**config.mk**
```make
export PLATFORM = sky130hd
export DESIGN_NAME = ex_mem_pipe_reg
export DESIGN_NICKNAME = d
export VERILOG_FILES = /design/src/rtl/pipe_pkg.sv /design/src/rtl/pipe_skid_slot.sv /design/src/rtl/ex_mem_pipe_reg.sv
export SDC_FILE = /design/constraint.sdc
export NUM_CORES = 1
export LEC_CHECK = 0
export CORE_MARGIN = 5
export CORE_UTILIZATION = 45
export CTS_BUF_LIST = sky130_fd_sc_hd__clkbuf_16
export CTS_CLUSTER_DIAMETER = 60
export DETAILED_ROUTE_END_ITERATION = 10
export PLACE_DENSITY = 0.73
export SKIP_LAST_GASP = 1
export SLEW_MARGIN = 20
export SYNTH_ARGS = -nofsm -noshare
export SYNTH_HDL_FRONTEND = slang
export SYNTH_HIERARCHICAL = 1
export SYNTH_SLANG_ARGS = --single-unit
```
**constraint.sdc**
```tcl
create_clock -name clk -period 5.2 [get_ports clk]
set_clock_uncertainty 0.05 [all_clocks]
set_input_delay 1.04 -clock clk [delete_from_list [all_inputs] [get_ports clk]]
set_output_delay 1.04 -clock clk [all_outputs]
set_load 0.01 [all_outputs]
```
**src/rtl/pipe_pkg.sv**
```systemverilog
// Shared definitions for the pipeline stage registers: control-bundle bit
// positions, default field widths and the main-slot source select.
package pipe_pkg;

    localparam int CTRL_REGW = 0;
    localparam int CTRL_MEMR = 1;
    localparam int CTRL_MEMW = 2;
    localparam int CTRL_BR   = 3;

    localparam int DEF_DATA_W     = 32;
    localparam int DEF_REG_ADDR_W = 5;
    localparam int DEF_CTRL_W     = 4;
    localparam int DEF_CNT_W      = 16;

    typedef enum logic {
        SRC_INPUT = 1'b0,
        SRC_SKID  = 1'b1
    } msrc_e;

    // Packed stage payload: adder, zero flag, ALU result, RD2, dest reg, ctrl.
    function automatic int payloadWidth(input int dataW, input int regW, input int ctrlW);
        return 3 * dataW + 1 + regW + ctrlW;
    endfunction

endpackage

```
**src/rtl/pipe_skid_slot.sv**
```systemverilog
// Generic valid + payload register. Load wins over clear; the payload keeps
// its last value while the slot is empty.
module pipe_skid_slot #(
    parameter int W = 8
) (
    input  logic         clk,
    input  logic         rst_n,
    input  logic         load,
    input  logic         clear,
    input  logic [W-1:0] d,
    output logic         valid,
    output logic [W-1:0] q
);

    // NOTE: the payload is reset along with valid so every field reads 0 during reset.
    always_ff @(posedge clk or negedge rst_n) begin
        if (!rst_n) begin
            valid <= 1'b0;
            q     <= '0;
        end else if (load) begin
            // NOTE: non-blocking assignments keep every flop sampling pre-edge values.
            valid <= 1'b1;
            q     <= d;
        end else if (clear) begin
            valid <= 1'b0;
        end
    end

endmodule

```
**src/rtl/ex_mem_pipe_reg.sv**
```systemverilog
// EX/MEM pipeline stage register with valid/ready handshake, optional skid
// slot, synchronous flush and a saturating backpressure counter.
module ex_mem_pipe_reg
    import pipe_pkg::*;
#(
    parameter int DATA_W     = DEF_DATA_W,
    parameter int REG_ADDR_W = DEF_REG_ADDR_W,
    parameter int CTRL_W     = DEF_CTRL_W,
    parameter int SKID       = 1,
    parameter int CNT_W      = DEF_CNT_W
) (
    input  logic                  clk,
    input  logic                  rst_n,
    input  logic                  flush,
    input  logic                  in_valid,
    output logic                  in_ready,
    input  logic [DATA_W-1:0]     in_adder,
    input  logic                  in_zf,
    input  logic [DATA_W-1:0]     in_alu,
    input  logic [DATA_W-1:0]     in_rd2,
    input  logic [REG_ADDR_W-1:0] in_wreg,
    input  logic [CTRL_W-1:0]     in_ctrl,
    output logic                  out_valid,
    input  logic                  out_ready,
    output logic [DATA_W-1:0]     out_adder,
    output logic                  out_zf,
    output logic [DATA_W-1:0]     out_alu,
    output logic [DATA_W-1:0]     out_rd2,
    output logic [REG_ADDR_W-1:0] out_wreg,
    output logic [CTRL_W-1:0]     out_ctrl,
    output logic [CNT_W-1:0]      stall_cnt
);

    localparam int PW = payloadWidth(DATA_W, REG_ADDR_W, CTRL_W);

    logic [PW-1:0]     inBus;
    logic [PW-1:0]     mBus;
    logic [PW-1:0]     sBus;
    logic [PW-1:0]     mNext;
    logic              mValid;
    logic              sValid;
    logic              mLoad;
    logic              mClear;
    logic              sLoad;
    logic              sClear;
    msrc_e             mSrc;
    logic              accept;
    logic              drain;
    logic [CTRL_W-1:0] heldCtrl;
    logic [CNT_W-1:0]  stallCnt;

    assign inBus  = {in_adder, in_zf, in_alu, in_rd2, in_wreg, in_ctrl};
    assign accept = in_valid & in_ready;
    assign drain  = mValid & out_ready;
    assign mNext  = (mSrc == SRC_SKID) ? sBus : inBus;

    pipe_skid_slot #(.W(PW)) uMain (
        .clk   (clk),
        .rst_n (rst_n),
        .load  (mLoad),
        .clear (mClear),
        .d     (mNext),
        .valid (mValid),
        .q     (mBus)
    );

    generate
        if (SKID != 0) begin : gSkid
            pipe_skid_slot #(.W(PW)) uSkid (
                .clk   (clk),
                .rst_n (rst_n),
                .load  (sLoad),
                .clear (sClear),
                .d     (inBus),
                .valid (sValid),
                .q     (sBus)
            );

            // Ready comes straight off a flop, so out_ready never reaches in_ready.
            assign in_ready = !sValid;

            // NOTE: every output gets a default first so no latch is inferred.
            always_comb begin
                mLoad  = 1'b0;
                mClear = 1'b0;
                mSrc   = SRC_INPUT;
                sLoad  = 1'b0;
                sClear = 1'b0;
                if (flush) begin
                    mClear = 1'b1;
                    sClear = 1'b1;
                end else if (!mValid || drain) begin
                    if (sValid) begin
                        mLoad = 1'b1;
                        mSrc  = SRC_SKID;
                        if (accept) sLoad  = 1'b1;
                        else        sClear = 1'b1;
                    end else if (accept) begin
                        mLoad = 1'b1;
                    end else begin
                        mClear = 1'b1;
                    end
                end else if (accept) begin
                    sLoad = 1'b1;
                end
            end
        end else begin : gDirect
            assign sValid   = 1'b0;
            assign sBus     = '0;
            assign sLoad    = 1'b0;
            assign sClear   = 1'b0;
            assign in_ready = !mValid | out_ready;

            always_comb begin
                mLoad  = 1'b0;
                mClear = 1'b0;
                mSrc   = SRC_INPUT;
                if (flush)       mClear = 1'b1;
                else if (accept) mLoad  = 1'b1;
                else if (drain)  mClear = 1'b1;
            end
        end
    endgenerate

    assign {out_adder, out_zf, out_alu, out_rd2, out_wreg, heldCtrl} = mBus;
    assign out_valid = mValid;
    // A bubble must look like a NOP to MEM; the data fields may keep stale values.
    assign out_ctrl  = mValid ? heldCtrl : '0;

    always_ff @(posedge clk or negedge rst_n) begin
        if (!rst_n) begin
            stallCnt <= '0;
        end else if (mValid && !out_ready && (stallCnt != {CNT_W{1'b1}})) begin
            stallCnt <= stallCnt + CNT_W'(1);
        end
    end

    assign stall_cnt = stallCnt;

    aSkidBehindMain: assert property (@(posedge clk) disable iff (!rst_n)
        sValid |-> mValid);

    aBubbleIsNop: assert property (@(posedge clk) disable iff (!rst_n)
        !out_valid |-> !(out_ctrl[CTRL_REGW] | out_ctrl[CTRL_MEMR] |
                         out_ctrl[CTRL_MEMW] | out_ctrl[CTRL_BR]));

    // A stalled entry stays put until MEM takes it or it is flushed.
    aHoldUnderStall: assert property (@(posedge clk) disable iff (!rst_n)
        (out_valid && !out_ready && !flush) |=> (out_valid && $stable(out_alu)));

endmodule

```
Word level (Yosys, flattened, before mapping)
Cells that the tools add are included.

storage, ports and cells
  flip-flop bits (word level) = 230

operators by class
  add/sub/neg operators = 1
  eq/ne operators = 1
  muxes and demuxes = 23
  bitwise operators = 2
  reduce and logical (&&, ||, !) cells = 8

operator list
  cell                     count
  $mux W106                1
  $mux W1                  21
  $add A16 B1 Y16 const B  1
  $ne A16 B16 Y1 const B   1
  $mux W4                  1
  $reduce_bool A2 Y1       2
  $logic_not A1 Y1         3
  $and A1 B1 Y1            2
  $logic_and A1 B1 Y1      2
  $logic_or A1 B1 Y1       1

Longest topological paths before layout
Gate-level depths: netlist of run 1.

  depth in word-level cells = 8
  gate-level depth with buffers = 7
  depth with buffers taken out = 5

By module
The synthesis of run 1 kept the hierarchy.

by module, submodules not included
  module           times used  cells an instance  area an instance (um2)  sequential area each (um2)
  pipe_skid_slot   2           227                4,082.7                 2,677.6
  ex_mem_pipe_reg  1           203                2,275.9                 400.4

Worst setup path before layout of run 1
No wires, ideal clock.

  path type = input to register
  start = input port out_ready
  end = register gSkid.uSkid.q[74]
  setup time = 125 ps
  data arrival time = 2,479 ps
  slack = 2,546 ps
  cell stages on the path = 7
  path buffers = 4
  path through = nand2b_1 clkbuf_1 nor4b_1 buf_6 buf_6 buf_6 mux2_4

on the way
  word-level cells in the longest chain between the ends = 4

RTL lines
  item                  line                   source
  start, declared       ex_mem_pipe_reg.sv:24  input logic out_ready,
  $and A1 B1 Y1         ex_mem_pipe_reg.sv:54  assign drain = mValid & out_ready;
  $logic_or A1 B1 Y1    ex_mem_pipe_reg.sv:92  end else if (!mValid || drain) begin
  $mux W1               ex_mem_pipe_reg.sv:92
  $mux W1               ex_mem_pipe_reg.sv:89  if (flush) begin
  via sLoad             ex_mem_pipe_reg.sv:44  logic sLoad;
  end signal, assigned  pipe_skid_slot.sv:19   q <= '0;
  end signal, assigned  pipe_skid_slot.sv:23   q <= d;
  end, declared         pipe_skid_slot.sv:12   output logic [W-1:0] q

The timed path passes the listed nets, and every way through them passes these cells.
A chain may end at the register's enable or synchronous reset.

Final worst setup path of run 1
  start = input port out_ready
  end = register uMain.q[44]

on the way
  word-level cells in the longest chain between the ends = 5
  elaborated cells on any way between the ends = 7
  classes of those cells = mux (5); bitwise (1); reduce/logical (1)

RTL lines
  item                  line                   source
  $and A1 B1 Y1         ex_mem_pipe_reg.sv:54
  $logic_or A1 B1 Y1    ex_mem_pipe_reg.sv:92
  $mux W1               ex_mem_pipe_reg.sv:92
  $mux W1               ex_mem_pipe_reg.sv:89
  $mux W106             ex_mem_pipe_reg.sv:55  assign mNext = (mSrc == SRC_SKID) ? sBus : inBus;
  via mNext[44]         ex_mem_pipe_reg.sv:39  logic [PW-1:0] mNext;
  end signal, assigned  pipe_skid_slot.sv:19
  end signal, assigned  pipe_skid_slot.sv:23
  end, declared         pipe_skid_slot.sv:12

The timed path passes the listed nets, and every way through them passes these cells.

==> impl_metrics.env, run 1 <==
export IMPL_cts_resized=0
export IMPL_gp_congestion=0.759
export IMPL_hold_class="reg2reg"
export IMPL_yosysMostFrequentCell="dfrtp_1"
export IMPL_first_pass_iters=4
export IMPL_critPathKind="in2reg"
export IMPL_tritoncts="built"
export IMPL_yosysTopAreaCell="dfrtp_1"
export IMPL_grt_pass1_wl_mm=36.7
export IMPL_wl_per_cell_um=18.6
export IMPL_synth_xor_area_share_pct=1.26
export IMPL_yosys_area_share_adder_pct=0.120
export IMPL_grt_pass1_vias=6730
export IMPL_cp_cell_sequence="clkdlybuf4s50_1 > nor2b_1 > or3_4 > buf_4 > mux2_2 > mux2_2"
export IMPL_drv_slew=0
export IMPL_setup_violations=0
export IMPL_synth_compound_area_share_pct=0.288
export IMPL_viasPerCell=4.96
export IMPL_ys_flop_type="dfrtp_1"
export IMPL_die_h_um=162
export IMPL_ys_warn_count=6
export IMPL_fin_tns_setup_ns=0
export IMPL_min_path_cells=1
export IMPL_synth_top_family_by_area="multiplexers"
export IMPL_clock_latency_ns=0.51
export IMPL_holdCritStartpoint="stall_cnt[15]"
export IMPL_n_antenna_cell=0
export IMPL_grt_max_degree=114
export IMPL_synth_nets=769
export IMPL_layout_cells_non_filler=1222
export IMPL_required_ns=5.54
export IMPL_rr_worst_depth=5
export IMPL_postLayoutCellArea_um2=13800
export IMPL_synth_async_reset_ratio_pct=100
export IMPL_final_layout_size_suffix_gt1_share_pct=40.0
export IMPL_placedCellCount=1174
export IMPL_core_rowCount=55
export IMPL_fmax_ghz=0.327
export IMPL_core_region_area_um2=22800
export IMPL_antenna_found_initial=1
export IMPL_crit_path_top_delay_cell="or3_4"
export IMPL_reg2reg_slack_ns=2.57
export IMPL_synth_edf_count=0
export IMPL_syn2layout_area_growth_pct=32.2
export IMPL_power_leakage_nw=6.09
export IMPL_io_buffers=234
export IMPL_finalCritPeriodShare_pct=58.8
export IMPL_clockBufferDepth=3
export IMPL_cts_sinks=230
export IMPL_cpMostUsedCell="mux2_2"
export IMPL_hold_path_end="stall_cnt[15]"
export IMPL_drc=0
export IMPL_power_density_nw_per_um2=401
export IMPL_worst_slew_pin_slew_ns=0.893
export IMPL_fillers=1774
export IMPL_synth_top_cell_area_share_pct=55.1
export IMPL_routed_wl_mm=22.7
export IMPL_postPlaceCellArea_um2=13000
export IMPL_syn_inst=657
export IMPL_hpwl_mm=14.6
export IMPL_synthesis_area_um2=10400
export IMPL_clockRootBuffer="clkbuf_16"
export IMPL_htree_levels=1
export IMPL_num_vias=6061
export IMPL_synth_cell_type_count=24
export IMPL_r2r_end="uMain/q[44]"
export IMPL_grt_setup_unrepaired="no"
export IMPL_critical_path_max_fanout=35
export IMPL_pin_count=235
export IMPL_cts_setup_buffers=0
export IMPL_ir_worst_vdd_mv=0.370
export IMPL_die_area_um2=26300
export IMPL_max_stage_delay_ns=0.54
export IMPL_synthTopCellsByArea="dfrtp_1 (55%), mux2_2 (24%), mux2_4 (14%)"
export IMPL_ant_nets=0
export IMPL_r2r_start="uMain/valid"
export IMPL_cts_buffers_inserted=27
export IMPL_muxShareOfSynthArea_pct=37.9
export IMPL_crit_arrival_ns=3.40
export IMPL_crit_path_end_kind="register"
export IMPL_finalHoldViolCount=0
export IMPL_maxSlewHeadroom_pct=40.5
export IMPL_grt_ovfl_total=0
export IMPL_status="finished, final reports clean"
export IMPL_nNetsFinal=1002
export IMPL_p_total_w=0.00554
export IMPL_ys_seq_area_share_pct=55.1
export IMPL_die_x_um=162
export IMPL_cap_violations=0
export IMPL_cts_reportedPaths_clkPinSlew_ns=0.06
export IMPL_start_util_pct=45.8
export IMPL_grt_total_usage_pct=17.0
export IMPL_holdWs_ns=0.447
export IMPL_synth_top_cells_by_count="dfrtp_1 (230), mux2_2 (221), mux2_4 (98)"
export IMPL_hold_buffers=0
export IMPL_period_minus_slack_ns=3.06
export IMPL_syn_area_per_cell_um2=15.9
export IMPL_synth_simple_area_share_pct=2.47
export IMPL_cp_start_kind="input port"
export IMPL_drtIter0Drc=210
export IMPL_synth_seq_cells=230
[metrics by stage]
stage,setup WS [ns],utilization [%]
global route,2.01,60.6
global placement,1.66,57.1
finish,2.14,60.6
CTS,2.15,60.6
floorplan,2.55,-
detailed placement,1.60,57.1
[placed cells by master, fill, tap and decap left out, types with 2 or more instances in the layout]
cell and n:
clkdlybuf4s50_1 233, dfrtp_1 230, mux2_2 221, mux2_4 98, clkbuf_16 27, xor2_1 15, inv_1 12, nand2_1 8
nand4_1 6, nor3_1 6, clkinv_1 6, nor2_1 5, nor4_1 5, buf_4 5, and2_1 4, a21o_1 4
clkinv_2 3, buf_12 3, nand3_1 2, and3_1 2, nor3b_1 2
[sequential cells by signal, summed over array words and instances, names as in the netlist]
register,count
stall_cnt,16
gSkid.uSkid/q,106
uMain/q,106
gSkid.uSkid/valid,1
uMain/valid,1
[layer usage]
metal	vias up	global-route usage, %	share of wire (%)	wire length [um]
met5	-	0	0.048	11
met1	3052	23.2	45	10200
li1	2818	-	-	-
met3	35	3.65	5.5	1240
met2	154	27.6	47	10700
met4	2	4.42	2.2	489
[layout make-up]
| type | count | area [um^2] | share of cell area (%) |
|---|---|---|---|
| inverters | 3 | 11.3 | 0.0816 |
| well taps | 313 | 392 | 2.84 |
| clock inverters | 21 | 118 | 0.852 |
| multi-input cells | 386 | 4410 | 31.9 |
| flip-flops and latches | 230 | 5760 | 41.7 |
| repair buffers | 242 | 2440 | 17.7 |
| clock buffers | 27 | 676 | 4.89 |
[how the worst max path moves through the flow]
stage	cells past startpoint	slack, ns	from	to
6_report	6	2.14	out_ready	uMain/q[44]
5_1_grt	6	2.01	out_ready	uMain/q[105]
3_3_place_gp	6	1.66	out_ready	uMain/q[42]
2_1_floorplan	7	2.55	out_ready	gSkid.uSkid/q[74]
3_5_place_dp	6	1.60	out_ready	uMain/q[28]
4_1_cts	6	2.15	out_ready	uMain/q[34]
[kinds of logic after synthesis]
family | count (synthesis)
DFF | 230
buffers and inverters | 41
xor gates and xnor gates | 15
muxes | 319
and+or+nand+nor | 47
adders and majority gates | 1
AOI/OAI and AO/OA | 4
[worst max-delay path, delay by kind of cell]
kind	cells	cell delay, ns
and+or+nand+nor	2	0.84
buffers and inverters	2	0.84
muxes	2	0.65
[where the power goes]
part / leakage, nW / internal [W] / switching [W]
Sequential: 2.78 / 0.00225 / 0.000269
Combinational: 2.88 / 0.000896 / 0.000437
Clock: 0.421 / 0.000983 / 0.000702
(Power assumes the default switching activity.)
==> run 2: changes to the inputs <==
clock period = 2.82 ns   (was 5.2 ns; I/O delays follow)
==> run 2 against run 1 <==
Sequential cell count stayed put. Register-to-register slack got worse by 1.8 ns. Global-route usage increased by 0.24 points. Die area unchanged. Cell area increased by 2.0%. Sequential power is 85% higher. Final cell count grew 1.2%.
==> impl_metrics.env, run 2 (synthesis gave the netlist of run 1 again) <==
export IMPL_core_region_area_um2=22800
export IMPL_die_h_um=162
export IMPL_fin_util_pct=61.8
export IMPL_critical_path_max_fanout=8
export IMPL_r2r_start="uMain/valid"
export IMPL_nNetsFinal=1016
export IMPL_clockRootBuffer="clkbuf_16"
export IMPL_hold_class="reg2reg"
export IMPL_cts_buffers_inserted=26
export IMPL_worst_slew_pin_slew_ns=0.623
export IMPL_grt_pass1_wl_mm=37.3
export IMPL_crit_arrival_ns=1.75
export IMPL_holdWs_ns=0.451
export IMPL_fin_tns_setup_ns=0
export IMPL_grt_total_usage_pct=17.2
export IMPL_htree_levels=1
export IMPL_critPathKind="reg2out"
export IMPL_required_ns=2.21
export IMPL_cts_sinks=230
export IMPL_hpwl_mm=15.4
export IMPL_clkPwrFrac_pct=31.6
export IMPL_gp_congestion=0.762
export IMPL_p_switching_w=0.00259
export IMPL_ant_nets=0
export IMPL_cts_resized=0
export IMPL_pwr_share_seq_pct=44.6
export IMPL_syn2layout_area_growth_pct=34.8
export IMPL_clockBufferDepth=3
export IMPL_wl_per_cell_um=18.3
export IMPL_io_buffers=234
export IMPL_top_usage_layer="met2"
export IMPL_cp_start_kind="register"
export IMPL_power_leakage_nw=6.20
export IMPL_finalHoldViolCount=0
export IMPL_pin_count=235
export IMPL_antenna_found_initial=2
export IMPL_p_comb_share_pct=23.8
export IMPL_maxSlewHeadroom_pct=58.4
export IMPL_intPower_w=0.00782
export IMPL_core_rowCount=55
export IMPL_grt_ovfl_total=0
export IMPL_final_layout_size_suffix_gt1_share_pct=41.0
export IMPL_grt_util_met2_pct=28.5
export IMPL_drtIter0Drc=165
export IMPL_met3_usage_pct=3.68
export IMPL_crit_path_end="out_ctrl[0]"
export IMPL_crit_start="uMain/valid"
export IMPL_num_vias=6150
export IMPL_reg2reg_slack_ns=0.76
export IMPL_power_density_nw_per_um2=740
export IMPL_finalCritPeriodShare_pct=83.9
export IMPL_grt_use_met1_pct=23.0
export IMPL_crit_path_end_kind="output port"
export IMPL_clock_latency_ns=0.51
export IMPL_drc=0
export IMPL_cts_setup_buffers=0
export IMPL_ir_worst_vdd_mv=0.427
export IMPL_hold_buffers=1
export IMPL_cts_reportedPaths_clkPinSlew_ns=0.06
export IMPL_viasPerCell=4.97
export IMPL_grt_max_degree=79
export IMPL_setup_violations=0
export IMPL_fmax_ghz=0.423
export IMPL_tritoncts="built"
export IMPL_die_x_um=162
export IMPL_layout_cells_non_filler=1237
export IMPL_period_minus_slack_ns=2.36
export IMPL_p_total_w=0.0104
export IMPL_mostFrequentLayoutCells="clkdlybuf4s50_1 (233), dfrtp_1 (230), mux2_2 (221)"
export IMPL_start_util_pct=45.8
export IMPL_grt_setup_unrepaired="no"
export IMPL_rr_worst_depth=5
export IMPL_r2r_end="uMain/q[78]"
export IMPL_die_area_um2=26300
export IMPL_status="finished, final reports clean"
export IMPL_layout_cells_most_common="clkdlybuf4s50_1"
export IMPL_placedCellCount=1188
export IMPL_grt_pass1_vias=6892
export IMPL_switching_share_pct=24.9
export IMPL_cap_violations=0
export IMPL_routed_wl_mm=22.7
export IMPL_drv_slew=0
export IMPL_first_pass_iters=4
run 2: layout make-up:
class,count,area [um^2]
flip-flops and latches,230,5760
repair buffers,257,2670
diodes,1,2.50
clock buffers,27,676
inverters,3,11.3
clock inverters,20,160
fillers,1768,8700
multi-input cells,386,4410
well taps,313,392
run 2: worst min-delay path by stage:
stage	startpoint	end	slack [ns]	depth (start not counted)
2_1_floorplan	rst_n	gSkid.uSkid/q[0]	0.22	0
3_3_place_gp	gSkid.uSkid/q[59]	gSkid.uSkid/q[59]	0.43	1
3_5_place_dp	gSkid.uSkid/q[37]	gSkid.uSkid/q[37]	0.44	1
4_1_cts	stall_cnt[15]	stall_cnt[15]	0.45	1
5_1_grt	gSkid.uSkid/q[63]	gSkid.uSkid/q[63]	0.46	1
6_report	gSkid.uSkid/q[64]	gSkid.uSkid/q[64]	0.45	1
run 2: worst max-delay path, stage by stage (launching register included):
cell and delay (ns):
dfrtp_1 0.50, and2_1 0.21, clkdlybuf4s50_1 0.54
run 2: power groups by stage:
stage | Clock [W] | Combinational, W | Sequential, W
3_5_place_dp | 0 | 0.00251 | 0.00470
4_1_cts | 0.00340 | 0.00252 | 0.00466
3_3_place_gp | 0 | 0.00246 | 0.00467
6_report | 0.00329 | 0.00248 | 0.00465
5_1_grt | 0.00352 | 0.00267 | 0.00478
2_1_floorplan | 0 | 0.00117 | 0.00474
run 2: stage by stage:
stage,cell area [um^2],setup WS (ns)
after floorplan,10400,0.642
after global placement,13200,0.272
after detailed placement,13200,0.249
after CTS,14100,0.394
after global routing,14100,0.372
final,14100,0.455
run 2: routing by layer:
metal / wire length (um) / up-vias
li1: - / 2846
met1: 10000 / 3106
met2: 10800 / 154
met3: 1280 / 42
met4: 553 / 2
met5: 13 / -
==> run 3: changes to the inputs <==
clock period = 2.3 ns   (was 2.82 ns; I/O delays follow)
==> run 3 against run 2 <==
Clock-buffer cell count fell by 2. Critical path depth rose by 1. Final cell count rose by 0.97%. Cell area rose by 0.29%. Sequential share of layout area fell by 0.12 points. Register-to-register slack got worse by 0.53 ns. Largest power group unchanged.
==> impl_metrics.env, run 3 (synthesis gave the netlist of run 1 again) <==
export IMPL_final_layout_size_suffix_gt1_share_pct=42.1
export IMPL_gp_congestion=0.725
export IMPL_setup_violations=0
export IMPL_period_minus_slack_ns=2.19
export IMPL_reg2reg_slack_ns=0.23
export IMPL_viasPerCell=4.95
export IMPL_crit_path_end="out_ctrl[2]"
export IMPL_core_region_area_um2=22800
export IMPL_tritoncts="built"
export IMPL_grt_max_degree=66
export IMPL_finalHoldViolCount=0
export IMPL_crit_path_end_kind="output port"
export IMPL_clockBufferDepth=3
export IMPL_io_buffers=234
export IMPL_drc=0
export IMPL_first_pass_iters=4
export IMPL_syn2layout_area_growth_pct=35.2
export IMPL_clock_latency_ns=0.50
export IMPL_power_density_nw_per_um2=878
export IMPL_nNetsFinal=1031
export IMPL_r2r_start="uMain/valid"
export IMPL_layout_cells_most_common="clkdlybuf4s50_1"
export IMPL_die_area_um2=26300
export IMPL_maxSlewHeadroom_pct=64.5
export IMPL_cap_violations=0
export IMPL_fmax_ghz=0.456
export IMPL_hpwl_mm=16.0
export IMPL_cp_start_kind="register"
export IMPL_num_vias=6182
export IMPL_holdWs_ns=0.444
export IMPL_r2r_end="uMain/q[73]"
export IMPL_clockRootBuffer="clkbuf_16"
export IMPL_core_rowCount=55
export IMPL_power_leakage_nw=6.24
export IMPL_cts_reportedPaths_clkPinSlew_ns=0.06
export IMPL_cts_resized=0
export IMPL_ir_worst_vdd_mv=0.536
export IMPL_fillers=1731
export IMPL_finalCritPeriodShare_pct=95.4
export IMPL_drv_slew=0
export IMPL_grt_setup_unrepaired="no"
export IMPL_grt_pass1_vias=6741
export IMPL_pin_count=235
export IMPL_cts_sinks=230
export IMPL_die_h_um=162
export IMPL_post_place_ws_ns=-0.143
export IMPL_drtIter0Drc=177
export IMPL_grt_pass1_wl_mm=36.9
export IMPL_n_antenna_cell=0
export IMPL_wl_per_cell_um=18.1
export IMPL_routed_wl_mm=22.6
export IMPL_critical_path_max_fanout=6
export IMPL_hold_class="in2async"
export IMPL_grt_total_usage_pct=17.0
export IMPL_die_x_um=162
export IMPL_crit_start="uMain/valid"
export IMPL_required_ns=1.79
export IMPL_cts_buffers_inserted=25
export IMPL_ant_nets=0
export IMPL_grt_ovfl_total=0
export IMPL_crit_arrival_ns=1.68
export IMPL_critPathKind="reg2out"
export IMPL_htree_levels=1
export IMPL_status="finished, final reports clean"
export IMPL_rr_worst_depth=6
export IMPL_mostFrequentLayoutCells="clkdlybuf4s50_1 (233), dfrtp_1 (230), mux2_2 (221)"
export IMPL_worst_slew_pin_slew_ns=0.533
export IMPL_setup_ws_ns=0.106
export IMPL_start_util_pct=45.8
export IMPL_antenna_found_initial=0
[run 3: layout make-up]
| cell class | instances | area [um^2] | area share, % |
|---|---|---|---|
| well taps | 313 | 392 | 2.77 |
| inverters | 3 | 11.3 | 0.0798 |
| clock inverters | 19 | 109 | 0.771 |
| repair buffers | 273 | 2820 | 20.0 |
| clock buffers | 25 | 626 | 4.43 |
| flip-flops and latches | 230 | 5760 | 40.8 |
| multi-input cells | 386 | 4410 | 31.2 |
[run 3: report_power, final]
group	leakage [nW]	switching, W	total (W)	internal (W)
clock network	0.378	0.00154	0.00361	0.00207
registers	2.78	0.000602	0.00570	0.00510
logic	3.08	0.00100	0.00308	0.00208
total	6.24	0.00314	0.0124	0.00925
[run 3: through the flow]
stage / cell area (um^2) / total power [W] / utilization [%] / setup TNS [ns] / std cells
after floorplan: 10400 / 0.00725 / - / 0 / 657
after global placement: 13400 / 0.00877 / 58.7 / -9.33 / 1203
after detailed placement: 13400 / 0.00887 / 58.7 / -13.15 / 1203
after CTS: 14100 / 0.0126 / 62.0 / 0 / 1248
after global routing: 14100 / 0.0130 / 62.0 / 0 / 1249
final: 14100 / 0.0124 / 62.0 / 0 / 1249
[run 3: critical path, stage by stage (launching register included)]
cell,delay [ns]
dfrtp_1,0.34
buf_4,0.14
and2_1,0.15
clkdlybuf4s50_1,0.55
[run 3: worst min path at each step]
stage / end / slack [ns] / depth (start not counted)
2_1_floorplan: gSkid.uSkid/q[0] / 0.11 / 0
3_3_place_gp: stall_cnt[15] / 0.40 / 1
3_5_place_dp: stall_cnt[15] / 0.41 / 1
4_1_cts: stall_cnt[15] / 0.46 / 2
5_1_grt: gSkid.uSkid/q[22] / 0.47 / 1
6_report: stall_cnt[15] / 0.44 / 2
[run 3: repair_timing]
| action | in CTS | in global routing |
|---|---|---|
| endpoints found under the setup margin | 0 | 3 |
| buffers inserted | 0 | 1 |
| endpoints found under the hold margin | 58 | 0 |
| hold buffers | 1 | 0 |
[run 3: routing by layer]
layer | share of wire (%) | global-route usage, % | wire, um
met1 | 45 | 23.3 | 10200
met2 | 48 | 27.8 | 10800
met3 | 5.4 | 3.83 | 1220
met4 | 1.7 | 3.50 | 378
met5 | 0 | 0 | 0
